## config.mk

```make
export PLATFORM = sky130hd
export DESIGN_NAME = uart_tx_cfg
export DESIGN_NICKNAME = d
export VERILOG_FILES = /design/src/rtl/uart_tx_cfg.sv
export SDC_FILE = /design/constraint.sdc
export NUM_CORES = 1
export LEC_CHECK = 0
export BUFFER_PORTS_ARGS = -buffer_cell sky130_fd_sc_hd__buf_2
export CAP_MARGIN = 30
export CORE_MARGIN = 1.5
export CORE_UTILIZATION = 60
export CTS_CLUSTER_SIZE = 24
export DETAILED_ROUTE_END_ITERATION = 12
export HOLD_SLACK_MARGIN = 0.02
export PLACE_DENSITY = 0.84
export RECOVER_POWER = 50
export SLEW_MARGIN = 20
export SYNTH_ARGS = -nofsm -noshare
export SYNTH_HDL_FRONTEND = slang
export SYNTH_SLANG_ARGS = --single-unit
```

## constraint.sdc

```tcl
create_clock -name clk -period 2.66 [get_ports clk]
set_clock_uncertainty 0.05 [all_clocks]
set_input_delay 0.266 -clock clk [delete_from_list [all_inputs] [get_ports clk]]
set_output_delay 0.266 -clock clk [all_outputs]
set_load 0.01 [all_outputs]
```

## src/rtl/uart_tx_cfg.sv

```systemverilog
// uart_tx_cfg: configurable UART transmitter with a small transmit FIFO.
//
// The data width, parity mode, stop-bit count and line polarity are set by
// parameters. Characters written while the FIFO has room are queued. Frames
// are sent back-to-back for as long as the FIFO holds data.
//
// Ports:
//   clk       in   system clock
//   rst_n     in   asynchronous active-low reset (aborts any frame, flushes FIFO)
//   we        in   write strobe; din is queued when we=1 and full=0
//   din       in   character to queue (DATA_BITS wide)
//   full      out  FIFO holds FIFO_DEPTH entries
//   empty     out  FIFO empty and no frame in progress
//   level     out  queued entries, excluding the frame being shifted
//   done      out  one-cycle pulse after the last stop bit of a frame
//   overflow  out  one-cycle pulse after a write dropped because full=1
//   tx        out  serial line (registered; INVERT applied after the register)
module uart_tx_cfg #(
    parameter int CLKS_PER_BIT = 1000,
    parameter int DATA_BITS    = 8,
    parameter int PARITY       = 0,
    parameter int STOP_BITS    = 1,
    parameter int FIFO_DEPTH   = 4,
    parameter int INVERT       = 0
) (
    input  logic                              clk,
    input  logic                              rst_n,
    input  logic                              we,
    input  logic [DATA_BITS-1:0]              din,
    output logic                              full,
    output logic                              empty,
    output logic [$clog2(FIFO_DEPTH+1)-1:0]   level,
    output logic                              done,
    output logic                              overflow,
    output logic                              tx
);

    localparam int              AW        = $clog2(FIFO_DEPTH);
    localparam int              LW        = $clog2(FIFO_DEPTH + 1);
    localparam logic [15:0]     BIT_LAST  = 16'(CLKS_PER_BIT - 1);
    localparam logic [3:0]      DATA_LAST = 4'(DATA_BITS - 1);
    localparam logic [3:0]      STOP_LAST = 4'(STOP_BITS - 1);
    localparam logic [LW-1:0]   DEPTH_L   = LW'(FIFO_DEPTH);

    typedef enum logic [2:0] {
        ST_IDLE   = 3'd0,
        ST_START  = 3'd1,
        ST_DATA   = 3'd2,
        ST_PARITY = 3'd3,
        ST_STOP   = 3'd4
    } state_t;

    // Parity bit for a character: even = XOR of the data, odd = its inverse.
    function automatic logic parity_of(input logic [DATA_BITS-1:0] d);
        return (PARITY == 2) ? ~(^d) : (^d);
    endfunction

    logic [DATA_BITS-1:0] mem [FIFO_DEPTH];
    logic [AW-1:0]        wr_ptr;
    logic [AW-1:0]        rd_ptr;
    logic [LW-1:0]        level_nx;
    logic                 push;
    logic                 pop;
    logic [DATA_BITS-1:0] head;

    state_t               state;
    state_t               state_nx;
    logic [15:0]          cnt;
    logic [15:0]          cnt_nx;
    logic [3:0]           idx;
    logic [3:0]           idx_nx;
    logic [DATA_BITS-1:0] shreg;
    logic [DATA_BITS-1:0] shreg_nx;
    logic                 par_bit;
    logic                 par_bit_nx;
    logic                 tx_line;
    logic                 tx_line_nx;
    logic                 done_nx;
    logic                 bit_end;

    // A write while full is dropped even if the same edge pops an entry.
    assign push    = we && !full;
    assign head    = mem[rd_ptr];
    assign bit_end = (cnt == BIT_LAST);

    always_comb begin
        level_nx = level;
        if (push && !pop) begin
            level_nx = level + LW'(1);
        end else if (pop && !push) begin
            level_nx = level - LW'(1);
        end
    end

    always_ff @(posedge clk or negedge rst_n) begin
        if (!rst_n) begin
            wr_ptr   <= '0;
            rd_ptr   <= '0;
            level    <= '0;
            full     <= 1'b0;
            empty    <= 1'b1;
            overflow <= 1'b0;
        end else begin
            if (push) begin
                wr_ptr <= wr_ptr + AW'(1);
            end
            if (pop) begin
                rd_ptr <= rd_ptr + AW'(1);
            end
            level    <= level_nx;
            full     <= (level_nx == DEPTH_L);
            // Drained means nothing queued and the FSM heading back to idle.
            empty    <= (level_nx == '0) && (state_nx == ST_IDLE);
            overflow <= we && full;
        end
    end

    // FIFO storage carries data only; validity is tracked by the pointers.
    always_ff @(posedge clk) begin
        if (push) begin
            mem[wr_ptr] <= din;
        end
    end

    always_comb begin
        state_nx   = state;
        cnt_nx     = cnt;
        idx_nx     = idx;
        shreg_nx   = shreg;
        par_bit_nx = par_bit;
        done_nx    = 1'b0;
        pop        = 1'b0;
        tx_line_nx = 1'b1;

        case (state)
            ST_IDLE: begin
                if (level != '0) begin
                    pop        = 1'b1;
                    shreg_nx   = head;
                    par_bit_nx = parity_of(head);
                    cnt_nx     = '0;
                    idx_nx     = '0;
                    state_nx   = ST_START;
                end
            end
            ST_START: begin
                if (bit_end) begin
                    cnt_nx   = '0;
                    idx_nx   = '0;
                    state_nx = ST_DATA;
                end else begin
                    cnt_nx = cnt + 16'd1;
                end
            end
            ST_DATA: begin
                if (bit_end) begin
                    cnt_nx = '0;
                    if (idx == DATA_LAST) begin
                        idx_nx   = '0;
                        state_nx = (PARITY != 0) ? ST_PARITY : ST_STOP;
                    end else begin
                        idx_nx   = idx + 4'd1;
                        shreg_nx = shreg >> 1;
                    end
                end else begin
                    cnt_nx = cnt + 16'd1;
                end
            end
            ST_PARITY: begin
                if (bit_end) begin
                    cnt_nx   = '0;
                    idx_nx   = '0;
                    state_nx = ST_STOP;
                end else begin
                    cnt_nx = cnt + 16'd1;
                end
            end
            ST_STOP: begin
                if (bit_end) begin
                    cnt_nx = '0;
                    if (idx == STOP_LAST) begin
                        done_nx = 1'b1;
                        idx_nx  = '0;
                        // Chain straight into the next start bit when data waits.
                        if (level != '0) begin
                            pop        = 1'b1;
                            shreg_nx   = head;
                            par_bit_nx = parity_of(head);
                            state_nx   = ST_START;
                        end else begin
                            state_nx = ST_IDLE;
                        end
                    end else begin
                        idx_nx = idx + 4'd1;
                    end
                end else begin
                    cnt_nx = cnt + 16'd1;
                end
            end
            default: begin
                state_nx = ST_IDLE;
                cnt_nx   = '0;
                idx_nx   = '0;
            end
        endcase

        // The line register follows the state being entered, so tx changes on
        // the same edge as the state.
        case (state_nx)
            ST_START:  tx_line_nx = 1'b0;
            ST_DATA:   tx_line_nx = shreg_nx[0];
            ST_PARITY: tx_line_nx = par_bit_nx;
            default:   tx_line_nx = 1'b1;
        endcase
    end

    always_ff @(posedge clk or negedge rst_n) begin
        if (!rst_n) begin
            state   <= ST_IDLE;
            cnt     <= '0;
            idx     <= '0;
            tx_line <= 1'b1;
            done    <= 1'b0;
        end else begin
            state   <= state_nx;
            cnt     <= cnt_nx;
            idx     <= idx_nx;
            tx_line <= tx_line_nx;
            done    <= done_nx;
        end
    end

    always_ff @(posedge clk) begin
        shreg   <= shreg_nx;
        par_bit <= par_bit_nx;
    end

    assign tx = (INVERT != 0) ? ~tx_line : tx_line;

endmodule

```

# == After elaboration in Yosys (flattened, before gate mapping) ==
# Memories as Yosys holds them, arrays and structs flattened.
# Cells that the tools add are included.
# Widths: inputs -> output; s select.
# word_totals
latchBits,0
ram_bits,32
rom_bits,0
in_bits,11
word_cells,97
n_memories,1
ff_bits,44
output_inout_bits,8
# mem_list
memory,words,word_bits,rd,rd_clocked_by_memory_dff,write_ports,line,source
mem,4,8,1,0,1,58,logic [DATA_BITS-1:0] mem [FIFO_DEPTH];
# op_classes
magnitude_cmp,0
mul,0
n_eq_ne,16
mux,41
bitwise,0
div,0
n_reduce_logical,19
n_shift,0
n_addsub,6
# op_table
operator,count
$mux 8,5
$mux 16,2
$pmux 16 s2,1
$mux 3,9
$mux 4,6
$pmux 8 s3,1
$add 16x1->16 const B,1
$eq 16x10->1 const B,1
$pmux 4 s4,1
$pmux 3 s5,1
$eq 3x2->1 const B,4
$mux 1,12
$ne 2x2->1 const B,5
$logic_not 3->1,3
$reduce_xor 8->1,1
$eq 3x1->1 const B,2
$eq 3x3->1 const B,2
$reduce_bool 3->1,2
$logic_and 1x1->1,5
$reduce_and 5->1,1
$add 2x1->2 const B,2
$add 4x1->4 const B,1
$eq 4x3->1 const B,1
$logic_not 4->1,1
other kinds (9),12

# == Logic depth before layout (Yosys ltp) ==
# Gate-level depths: netlist of the first run.
# logic_depth
ltp_word,10
depth_mapped,9
mapped_depth_nobuf,8

# == Worst setup path before layout of the first run ==
# OpenSTA, ideal clock, no wires.
# synth_timing
path_kind,flip-flop to flip-flop
from,reg cnt[0]
to,reg full
synth_period_minus_slack_ns,2.071
t_arrival_ns,1.897
setup_time_ns,0.124
path_stages_with_launch,9
required_ns,2.486
path_buffers,1
setup_slack_ns,0.589
cell_sequence,dfrtp_1 > ha_1 > and3_4 > and4_1 > buf_6 > a21o_4 > xnor2_1 > and3_1 > o31a_1
# synth_via
elab_chain_len,7
elab_cells_between_ends,9
cone_classes,eq/ne: 2; mux: 4; reduce/logical: 3
# synth_rtl
item,line,source
start: declaration,68,logic [15:0] cnt;
start signal: assignment,226,cnt <= cnt_nx;
$eq 16x10->1 *,84,assign bit_end = (cnt == BIT_LAST);
$mux 1 *,179,if (bit_end) begin
$pmux 1 s2 *,135,case (state)
$logic_and 1x1->1 or $logic_not 1->1 (tied branches),"90, 88",
$mux 3 or $logic_and 1x1->1 (tied branches),"90, 88",
$mux 3 *,88,if (push && !pop) begin
$eq 3x3->1 *,111,full <= (level_nx == DEPTH_L);
end signal: assignment,111,
end: declaration,30,"output logic full,"
# Mark *: on every way between the ends. The rest lies on a longest branch, timed or not.
# A chain may end at the register's enable or synchronous reset.

# == Final worst setup path of the first run ==
# layout_timing
from,reg cnt[0]
to,"reg shreg[5], enable pin"
# layout_via
elab_chain_len,3
elab_cells_between_ends,4
cone_classes,eq/ne: 3; reduce/logical: 1
# layout_rtl
item,line,source
$eq 16x10->1 *,84,
$ne 2x2->1 (no line),--,
$reduce_and 5->1 (no line) *,--,
end signal: assignment,234,shreg <= shreg_nx;
end: declaration,72,logic [DATA_BITS-1:0] shreg;
# Marks and branches as above.

==> flow_summary.rst, run 1 <==
.. list-table::
   :header-rows: 1

   * - Metric
     - Value
   * - Clock latency on the worst-skew pair
     - 360 ps
   * - Post-synth EDFFs
     - 39
   * - Clk network pwr share
     - 23.7%
   * - First element of the critical path
     - cnt[0]
   * - Final critical path time including I/O delays and setup
     - 2350 ps
   * - Final setup violating endpoints
     - 0
   * - GR Overflow Total
     - 0
   * - Count of mapped cells out of synthesis
     - ~310
   * - Fraction of power spent switching nets
     - 34.2%
   * - Width of the die
     - 81.7 um
   * - Peak supply drop
     - 622 uV
   * - Worst setup slack before clock tree synthesis
     - 354 ps
   * - Crit end category
     - flip-flop
   * - Kind of critical path
     - flip-flop to flip-flop
   * - Status
     - finished, violations left
   * - Number of non-filler instances in the completed layout
     - 413
   * - Endpoint of the worst register-to-register path
     - shreg[5]
   * - Highest attainable clock frequency
     - 426 MHz
   * - Post-synthesis cell type with the largest combined area
     - edfxtp_1
   * - Mapped Nets
     - between 300 and 400
   * - Path depth of the worst reg2reg path
     - 7
   * - Number of core rows
     - 28
   * - Violated checks
     - capacitance limit, slew limit
   * - Distinct cell type count after synthesis
     - 57
   * - Global-route wire length before repair
     - 11.0 mm
   * - Tightest hold margin
     - 84.7 ps
   * - Worst hold path type
     - input port to flip-flop
   * - Placed Area
     - approximately 3900 um^2
   * - Router iterations before antenna repair
     - 4
   * - Hold Fails Final Rpt
     - 0
   * - Residual DRC
     - 0
   * - Max-cap violation count
     - 1
   * - CORE AREA
     - 5960 um^2
   * - Number of levels in the clock H-tree
     - 3
   * - Routed wire length
     - 6.63 mm
   * - Max-slew violation count
     - 36
   * - Final core area utilization
     - 68.0%
   * - TritonCTS clock tree
     - yes
   * - Kind of launch point of the worst setup path
     - flip-flop
   * - Hold Startpoint
     - we
   * - Power Internal
     - roughly 2.5 mW
   * - Cell type of the slowest stage on the worst timing path
     - dfrtp_1
   * - Gp weighted congestion
     - between 0.9 and 1
   * - Starting DRT DRC Count
     - 95
   * - RSZ-0062 raised after global routing
     - no
   * - Synthesized area per cell
     - 12.0 um^2
   * - Clock-pin slew on the worst setup and hold paths
     - around 80 ps
   * - Combinational cell fraction of total power
     - 32.9%
   * - Clock tree root buffer cell
     - clkbuf_8
   * - Hold path cells
     - 2
   * - Via count of the first global-routing pass
     - about 2400
   * - Number of nets in the finished design
     - 354
   * - Combined area of the multi-input logic cells
     - 1500 um^2
   * - Share of layout cells above drive strength 1
     - 13.3%
   * - Chip height
     - 81.7 um
   * - Clock buffers created by TritonCTS
     - 9
   * - Yosys warning count
     - 0
   * - Largest net degree at the start of global routing
     - 36
   * - Total of cells resized after clock tree synthesis
     - 0
   * - Fraction of registers with async set or reset after synthesis
     - 46.1%
   * - Number of clock sinks
     - 76
   * - R2r startpoint
     - cnt[0]
   * - Reg-to-reg slack, setup
     - 310 ps
   * - Total number of vias
     - 2425
   * - Ranking of synthesized cells by area
     - edfxtp_1 (31%), dfrtp_1 (22%), mux4_2 (4.8%)
   * - Antenna violations before repair
     - 0
   * - Via-per-instance ratio
     - 5.87
   * - Cell mode on critical path
     - nor2_1
   * - Area overhead of the layout relative to synthesis
     - 8.91%
   * - Post-route cell area
     - 4050 um^2
   * - Sw power
     - between 1 and 1.5 mW
   * - Maximum clock path buffer count
     - 2
   * - Final total negative setup slack
     - 0 ps
   * - Sink of the worst hold path
     - overflow
   * - Arrival @ worst endpoint
     - 2310 ps
   * - Critical path fanouts, max
     - 8
   * - Die area
     - 6680 um^2
   * - Routed WL per cell
     - about 16 um
   * - Critical Path Max Stage Delay
     - 400 ps
   * - Dominant cell by count in the synthesized netlist
     - edfxtp_1
   * - Most instantiated flip-flop cell in the synthesis netlist
     - edfxtp_1
   * - Part of the power in registers
     - 43.4%
   * - Required time of the critical path
     - 2620 ps
   * - Effective utilization at floorplan
     - 62.5%
   * - Flip-flop and latch count after synthesis
     - 76
   * - Cell-by-cell listing of the critical path
     - ha_1, and3_4, and4_1, nand2_1, nor2_1, nor2_1, nor2_1
   * - Num ports
     - 19
   * - Antenna-violating nets left
     - 0
   * - Synthesized cell area
     - 3720 um^2
   * - Register cell area after layout
     - 2090 um^2
   * - Cells after DPL
     - 396
   * - Seq/Total Area, Yosys
     - 56.2%
   * - Post-detail-place hpwl
     - 4.51 mm
   * - Cell leakage power
     - 1.56 nW
   * - Transition at the pin with the smallest max-transition slack
     - 1910 ps
   * - Total Power Consumption
     - about 3.9 mW
   * - Antenna cell count
     - 0
   * - Post-route worst setup slack
     - around 310 ps
   * - Area share of the leading cell type in the synthesized netlist
     - a little under a third
   * - Tightest slew margin relative to the limit
     - -27.2%
   * - Most instantiated cells after synthesis
     - edfxtp_1 (39), dfrtp_1 (33), nand2_1 (31)
   * - Number of fill cells in the layout
     - 460
   * - GRT Util Overall
     - 22.8%
   * - Pwr per Cell Area
     - 955 nW/um^2
   * - Number of input and output port buffers inserted
     - 18
   * - Period utilisation layout
     - 88.2%
what timing repair did:
action | 4_1_cts | 5_1_grt
buffers inserted | 0 | 0
hold buffers | 1 | 0
endpoints found under the hold margin | 33 | 0
per-layer routing:
metal,routed length (um),track usage [%],vias up
met5,0,0,-
met4,114,9.66,0
met3,266,5.33,12
met2,3340,38.4,54
met1,2910,28.0,1199
li1,-,-,1160
worst max-delay path: cells and delay by family (launching register included):
family / cells / cell delay (ps)
flops: 1 / 400
fa+ha+maj: 1 / 210
simple gates: 6 / 1320
power groups by stage:
stage               registers [mW]  logic, mW  clock network, mW
finish                        1.68       1.27              0.918
global route                  1.71       1.41              0.985
CTS                           1.68       1.30              0.924
detailed placement            1.70       1.28                  0
global placement              1.68       1.24                  0
floorplan                     1.65       1.04                  0
cells by family (layout without fill, tap and decap cells):
kind of cell / Yosys count / in the layout / synth area share (%)
fa+ha+maj: 10 / 10 / 3.36
flops: 76 / 76 / 56.2
buf+inv: 24 / 53 / 3.60
compound gates: 54 / 54 / 9.28
mux: 15 / 15 / 6.73
simple gates: 109 / 109 / 15.9
xor+xnor: 21 / 21 / 4.94
registers in the layout, indices dropped and copies added, names as in the netlist:
| signal | count |
|---|---|
| cnt | 16 |
| done | 1 |
| empty | 1 |
| full | 1 |
| idx | 4 |
| level | 3 |
| mem | 32 |
| overflow | 1 |
| par_bit | 1 |
| rd_ptr | 2 |
| shreg | 8 |
| state | 3 |
| tx | 1 |
| wr_ptr | 2 |
how the worst max path moves through the flow:
stage / to / slack, ps
after floorplan: full / 590
after global placement: shreg[4] / 440
after detailed placement: shreg[5] / 350
after CTS: shreg[3] / 340
after global routing: state[0] / 80
final: shreg[5] / 310
cell usage in the layout (no fill, tap or decap), types with 2 or more instances in the layout:
master and instances:
o21ai_0 22, and2_1 5, xor2_1 6, or3_1 5
dfxtp_1 2, nand3_1 7, ha_1 10, and3_4 2
edfxtp_1 39, clkbuf_1 18, o31a_1 2, and4_1 2
nand4_1 5, a22o_1 2, buf_4 5, nor2b_1 2
nand2b_1 5, nand2_1 31, nor3_1 5, inv_1 12
a21oi_1 10, dfrtp_1 33, inv_6 3, o2bb2ai_1 2
dfstp_2 2, nor2_1 23, mux4_2 8, clkbuf_8 9
o211ai_1 2, a31oi_1 3, clkinvlp_4 2, and3_1 2
mux2i_1 7, xnor2_1 15, nor4_1 2
area by class of cell:
cell class	instances	area share, %
well taps	75	2.32
repair buffers	25	2.96
clock buffers	9	3.06
inverters	12	1.11
flip-flops and latches	76	51.6
multi-input cells	209	36.9
clock inverters	7	2.04
No activity file was read; power rests on OpenSTA's default activity.
==> inputs of run 2 (changes only) <==
--- a/config.mk
+++ b/config.mk
@@ -5,6 +5,7 @@
 export SDC_FILE = /design/constraint.sdc
 export NUM_CORES = 1
 export LEC_CHECK = 0
+export ABC_CLOCK_PERIOD_IN_PS = 2660
 export BUFFER_PORTS_ARGS = -buffer_cell sky130_fd_sc_hd__buf_2
 export CAP_MARGIN = 30
 export CORE_MARGIN = 1.5
@@ -14,6 +15,8 @@
 export HOLD_SLACK_MARGIN = 0.02
 export PLACE_DENSITY = 0.84
 export RECOVER_POWER = 50
+export REMOVE_ABC_BUFFERS = 1
+export SETUP_SLACK_MARGIN = 0.2
 export SLEW_MARGIN = 20
 export SYNTH_ARGS = -nofsm -noshare
 export SYNTH_HDL_FRONTEND = slang
==> run 2 against run 1 <==
The run now ends clean. Non-clock buffer count is 1 lower. Utilization is 0.21 points higher. Sequential power hardly changed. Highest routed layer unchanged. First-iteration DRC count is 39% higher.
==> flow_summary.rst, run 2 (synthesis results as in run 1) <==
.. list-table::
   :header-rows: 1

   * - Metric
     - Value
   * - Most used cells in the layout excluding fill and tap cells
     - edfxtp_1 (39), dfrtp_1 (33), nand2_1 (31)
   * - Final critical path time including I/O delays and setup
     - 2280 ps (-63.3 ps)
   * - Number of core rows
     - 28 (unchanged)
   * - RSZ-0062 raised after global routing
     - no
   * - Flip-flop count of the largest register after layout
     - 32 (unchanged)
   * - Pwr per Cell Area
     - 963 nW/um^2 (+0.86%)
   * - Most common cell after layout, fill and taps aside
     - edfxtp_1
   * - Arrival @ worst endpoint
     - 2480 ps (+170 ps)
   * - Residual DRC
     - 0 (unchanged)
   * - Critical path fanouts, max
     - 6 (-2)
   * - Final total negative setup slack
     - 0 ps (unchanged)
   * - Number of clock sinks
     - 76 (unchanged)
   * - Router iterations before antenna repair
     - 4 (unchanged)
   * - Crit end category
     - flip-flop
   * - Via-per-instance ratio
     - 5.82 (-0.96%)
   * - Post-detail-place hpwl
     - 4.74 mm (+5.2%)
   * - Worst hold path type
     - input port to flip-flop
   * - Leading registers by flop count
     - mem (32), cnt (16), shreg (8)
   * - Final setup violating endpoints
     - 0 (unchanged)
   * - Placed Area
     - 3850 um^2 (-0.19%)
   * - Hold path cells
     - 1 (-1)
   * - Effective utilization at floorplan
     - 62.5% (unchanged)
   * - Path depth of the worst reg2reg path
     - 8 (+1)
   * - GR Overflow Total
     - 0 (unchanged)
   * - Peak supply drop
     - 656 uV (+5.5%)
   * - Area overhead of the layout relative to synthesis
     - 9.25%
   * - Highest attainable clock frequency
     - 438 MHz (+2.8%)
   * - Routed WL per cell
     - 16.2 um (+1.1%)
   * - Number of input and output port buffers inserted
     - 18 (unchanged)
   * - Cell leakage power
     - 1.57 nW (+0.63%)
   * - Length of routed met2 wiring
     - 3.48 mm (+4.4%)
   * - Kind of launch point of the worst setup path
     - flip-flop
   * - Clock tree root buffer cell
     - clkbuf_8
   * - Max-cap violation count
     - 0 (-1)
   * - Detailed-route wire length on metal 1
     - 2.83 mm (-2.6%)
   * - Via count of the first global-routing pass
     - 2460 (+4.3%)
   * - Clock buffers created by TritonCTS
     - 9 (unchanged)
   * - Maximum clock path buffer count
     - 2 (unchanged)
   * - CORE AREA
     - 5960 um^2 (unchanged)
   * - Chip height
     - 81.7 um (unchanged)
   * - Status
     - finished clean
   * - Transition at the pin with the smallest max-transition slack
     - 798 ps (-1110 ps)
   * - Number of setup buffers added after CTS
     - 0 (unchanged)
   * - GRT Util Overall
     - 23.1% (+0.33 points)
   * - TritonCTS clock tree
     - yes
   * - Antenna cell count
     - 0 (unchanged)
   * - Num ports
     - 19 (unchanged)
   * - Starting DRT DRC Count
     - 132 (+39%)
   * - Die area
     - 6680 um^2 (unchanged)
   * - Largest net degree at the start of global routing
     - 36 (unchanged)
   * - Highest metal used
     - met4
   * - Period utilisation layout
     - 85.8% (-2.4 points)
   * - Routed wire length
     - 6.68 mm (+0.86%)
   * - Clock latency on the worst-skew pair
     - 360 ps (about the same)
   * - Tightest slew margin relative to the limit
     - 46.8% (+74 points)
   * - Number of levels in the clock H-tree
     - 3 (unchanged)
   * - Global-route wire length before repair
     - 11.2 mm (+1.5%)
   * - Largest reg by FF count
     - mem
   * - Total Power Consumption
     - 3.91 mW (+1.2%)
   * - Hold Fails Final Rpt
     - 0 (unchanged)
   * - Width of the die
     - 81.7 um (unchanged)
   * - Share of layout cells above drive strength 1
     - 13.6% (+0.34 points)
   * - Kind of critical path
     - flip-flop to flip-flop
   * - Max-slew violation count
     - 0 (-100%)
   * - Antenna violations before repair
     - 0 (unchanged)
   * - Total number of vias
     - 2396 (-1.2%)
   * - Clock-pin slew on the worst setup and hold paths
     - 80 ps (about the same)
   * - Gp weighted congestion
     - 0.860 (-5.0%)
   * - Met3 Routed Length
     - 209 um (-21%)
   * - Required time of the critical path
     - 2860 ps (+240 ps)
   * - Antenna-violating nets left
     - 0 (unchanged)
   * - Post-route cell area
     - 4060 um^2 (+0.31%)
   * - Number of nets in the finished design
     - 353 (-0.28%)
## run 2: where the power goes
part | switching, mW | leakage, nW | internal, mW | total, mW
registers | 0.193 | 0.826 | 1.50 | 1.69
logic | 0.655 | 0.630 | 0.601 | 1.26
clock network | 0.434 | 0.112 | 0.533 | 0.966
total | 1.28 | 1.57 | 2.63 | 3.91
## run 2: per-stage QoR
step           worst slack, ps  instances  utilization, %  hold WS, ps
2_1_floorplan              340        297               -        -79.6
3_3_place_gp               445        395            64.7          333
3_5_place_dp               329        395            64.7          342
4_1_cts                    311        412            68.5         51.6
5_1_grt                    220        412            68.2         90.1
6_report                   377        412            68.2          102
## run 2: what timing repair did
action	in CTS	in global routing
hold buffers	1	0
hold endpoints to repair	33	0
endpoints found under the setup margin	0	8
resized for setup	0	2
## run 2: layout make-up
class	instances	area, um^2
clock buffers	9	124
clock inverters	7	95.1
inverters	12	45.0
well taps	75	93.8
fillers	439	1890
multi-input cells	209	1500
flip-flops and latches	76	2090
repair buffers	24	114
## run 2: per-layer routing
metal | up-vias | GRT usage, %
met2 | 36 | 39.6
met1 | 1186 | 26.2
met4 | 0 | 12.2
li1 | 1159 | -
met5 | - | 0
met3 | 15 | 6.22
## run 2: critical path, cell delays in order, from the launching register on
cell	delay, ps
dfrtp_1	440
inv_1	170
ha_1	190
nor2b_1	350
nor2_4	80
a21o_4	230
xnor2_1	150
and3_1	210
o31a_1	290
## run 2: final timing paths
| check | start | to | slack [ps] |
|---|---|---|---|
| hold reg to reg | par_bit | tx | 440 |
| min in group asynchronous | rst_n | cnt[7] | 480 |
| setup reg to reg | level[0] | full | 380 |
| max in group asynchronous | rst_n | rd_ptr[0] | 1580 |
| hold / removal | din[6] | mem[1][6] | 100 |
| setup / recovery | level[0] | full | 380 |
==> inputs of run 3 (changes only) <==
--- a/config.mk
+++ b/config.mk
@@ -10,6 +10,7 @@
 export CAP_MARGIN = 30
 export CORE_MARGIN = 1.5
 export CORE_UTILIZATION = 60
+export CTS_CLUSTER_DIAMETER = 60
 export CTS_CLUSTER_SIZE = 24
 export DETAILED_ROUTE_END_ITERATION = 12
 export HOLD_SLACK_MARGIN = 0.02
==> constraint.sdc (replaced) <==
create_clock -name clk -period 2.66 [get_ports clk]
set_clock_uncertainty 0.05 [all_clocks]
set_input_delay 0.266 -clock clk [delete_from_list [all_inputs] [get_ports clk]]
set_output_delay 0.266 -clock clk [all_outputs]
set_load 0.005 [all_outputs]
==> run 3 against run 2 <==
Design area grew 0.18%. Power shrank 0.24%. Global-route usage is the same. Largest power group unchanged. Via count grew 0.42%. Die area is the same. Wire length is essentially flat. Setup slack gained 6.4 ps.
==> flow_summary.rst, run 3 (synthesis results as in run 1) <==
.. list-table::
   :header-rows: 1

   * - Metric
     - Value
   * - Status
     - finished clean
   * - Final setup violating endpoints
     - 0 (unchanged)
   * - Final critical path time including I/O delays and setup
     - 2280 ps (-6.42 ps)
   * - GRT Util Overall
     - 23.1% (unchanged)
   * - Required time of the critical path
     - 2860 ps (about the same)
   * - Antenna violations before repair
     - 0 (unchanged)
   * - Leading registers by flop count
     - mem (32), cnt (16), shreg (8)
   * - Clock buffers created by TritonCTS
     - 9 (unchanged)
   * - Part of the power in registers
     - 43.3% (about the same)
   * - Share of layout cells above drive strength 1
     - 15.4% (+1.8 points)
   * - Via-per-instance ratio
     - 5.84 (+0.42%)
   * - Post-detail-place hpwl
     - 4.74 mm (unchanged)
   * - Antenna cell count
     - 0 (unchanged)
   * - Largest reg by FF count
     - mem
   * - Routed wire length
     - 6.68 mm (about the same)
   * - Total number of vias
     - 2406 (+0.42%)
   * - RSZ-0062 raised after global routing
     - no
   * - Crit path to
     - full
   * - Number of levels in the clock H-tree
     - 3 (unchanged)
   * - Most common cell after layout, fill and taps aside
     - edfxtp_1
   * - Post-route cell area
     - 4070 um^2 (+0.18%)
   * - Effective utilization at floorplan
     - 62.5% (unchanged)
   * - Global-route wire length before repair
     - 11.2 mm (unchanged)
   * - Number of setup buffers added after CTS
     - 0 (unchanged)
   * - Area overhead of the layout relative to synthesis
     - 9.45%
   * - Maximum clock path buffer count
     - 2 (unchanged)
   * - Final total negative setup slack
     - 0 ps (unchanged)
   * - Flip-flop count of the largest register after layout
     - 32 (unchanged)
   * - Starting DRT DRC Count
     - 136 (+3.0%)
   * - Highest attainable clock frequency
     - 439 MHz (+0.28%)
   * - Worst hold path type
     - input port to flip-flop
   * - Antenna-violating nets left
     - 0 (unchanged)
   * - Crit end category
     - flip-flop
   * - Router iterations before antenna repair
     - 4 (unchanged)
   * - Num ports
     - 19 (unchanged)
   * - Placed Area
     - 3850 um^2 (unchanged)
   * - Peak supply drop
     - 655 uV (-0.26%)
   * - Tightest slew margin relative to the limit
     - 46.9% (+0.099 points)
   * - Endpoint of the worst register-to-register path
     - full
   * - Routed WL per cell
     - 16.2 um (about the same)
   * - Max-slew violation count
     - 0 (unchanged)
   * - Max-cap violation count
     - 0 (unchanged)
   * - Kind of critical path
     - flip-flop to flip-flop
   * - Clock tree root buffer cell
     - clkbuf_8
   * - Period utilisation layout
     - 85.6% (-0.24 points)
   * - Number of input and output port buffers inserted
     - 18 (unchanged)
   * - Arrival @ worst endpoint
     - 2470 ps (about the same)
   * - Fraction of power spent switching nets
     - 32.4% (-0.35 points)
   * - Number of clock sinks
     - 76 (unchanged)
   * - Most used cells in the layout excluding fill and tap cells
     - edfxtp_1 (39), dfrtp_1 (33), nand2_1 (31)
   * - First element of the critical path
     - level[0]
   * - Final core area utilization
     - 68.4% (+0.13 points)
   * - Kind of launch point of the worst setup path
     - flip-flop
   * - Largest net degree at the start of global routing
     - 36 (unchanged)
   * - Combinational cell fraction of total power
     - 32.0% (about the same)
   * - R2r startpoint
     - level[0]
   * - Critical path fanouts, max
     - 6 (unchanged)
   * - Sw power
     - 1.26 mW (-1.3%)
   * - Path depth of the worst reg2reg path
     - 8 (unchanged)
   * - Width of the die
     - 81.7 um (unchanged)
   * - Pwr per Cell Area
     - 959 nW/um^2 (-0.42%)
   * - Cell leakage power
     - 1.59 nW (+1.4%)
   * - TritonCTS clock tree
     - yes
   * - Clock latency on the worst-skew pair
     - 360 ps (about the same)
   * - Die area
     - 6680 um^2 (unchanged)
   * - Reg-to-reg slack, setup
     - 380 ps (about the same)
   * - CORE AREA
     - 5960 um^2 (unchanged)
   * - Clock-pin slew on the worst setup and hold paths
     - 80 ps (about the same)
   * - Power Internal
     - 2.64 mW (+0.28%)
   * - Transition at the pin with the smallest max-transition slack
     - 797 ps (-1.48 ps)
   * - Chip height
     - 81.7 um (unchanged)
   * - GR Overflow Total
     - 0 (unchanged)
   * - Hold path cells
     - 1 (unchanged)
   * - Hold Fails Final Rpt
     - 0 (unchanged)
   * - Clk network pwr share
     - 24.7% (about the same)
   * - Residual DRC
     - 0 (unchanged)
   * - Number of nets in the finished design
     - 353 (unchanged)
   * - Via count of the first global-routing pass
     - 2460 (unchanged)
   * - Number of core rows
     - 28 (unchanged)
   * - Gp weighted congestion
     - 0.860 (unchanged)
==> run 3: timing repair <==
item,4_1_cts,5_1_grt
hold endpoints to repair,33,0
gates resized for setup,0,2
hold buffers,1,0
setup endpoints to repair,0,8
==> run 3: layer usage <==
metal | global-route usage [%] | share of wire (%) | vias to the layer above
li1 | - | - | 1159
met1 | 26.2 | 42 | 1191
met2 | 39.6 | 52 | 42
met3 | 6.22 | 3.5 | 14
met4 | 12.2 | 2.3 | 0
met5 | 0 | 0 | -
==> run 3: critical path, cell delays in order, from the launching register on <==
cell and delay (ps):
dfrtp_1 440, inv_1 160, ha_1 190, nor2b_1 350, nor2_4 80, a21o_4 230
xnor2_1 150, and3_1 220, o31a_1 290
==> run 3: stage by stage <==
step / power [mW] / std cells / hold WS (ps) / setup WS, ps
floorplan: 2.63 / 297 / -79.6 / 370
global placement: 2.91 / 395 / 333 / 445
detailed placement: 2.97 / 395 / 342 / 329
CTS: 3.94 / 412 / 51.6 / 311
global route: 4.16 / 412 / 90.1 / 223
finish: 3.91 / 412 / 102 / 384
==> run 3: worst min-delay path by stage <==
stage / startpoint / end
2_1_floorplan: rst_n / cnt[0]
3_3_place_gp: rst_n / cnt[8]
3_5_place_dp: rst_n / cnt[7]
4_1_cts: din[6] / mem[1][6]
5_1_grt: din[6] / mem[3][6]
6_report: din[6] / mem[1][6]
==> run 3: power groups by stage <==
stage	sequential, mW	combinational (mW)	clock [mW]
after floorplan	1.69	0.944	0
after global routing	1.72	1.40	1.04
after detailed placement	1.71	1.26	0
after global placement	1.70	1.21	0
after CTS	1.69	1.27	0.983
final	1.69	1.25	0.966
==> run 3: area by class of cell <==
type / count / area [um^2]
clock inverters: 7 / 95.1
flip-flops and latches: 76 / 2090
inverters: 12 / 45.0
repair buffers: 24 / 121
clock buffers: 9 / 124
well taps: 75 / 93.8
multi-input cells: 209 / 1500
fillers: 435 / 1880
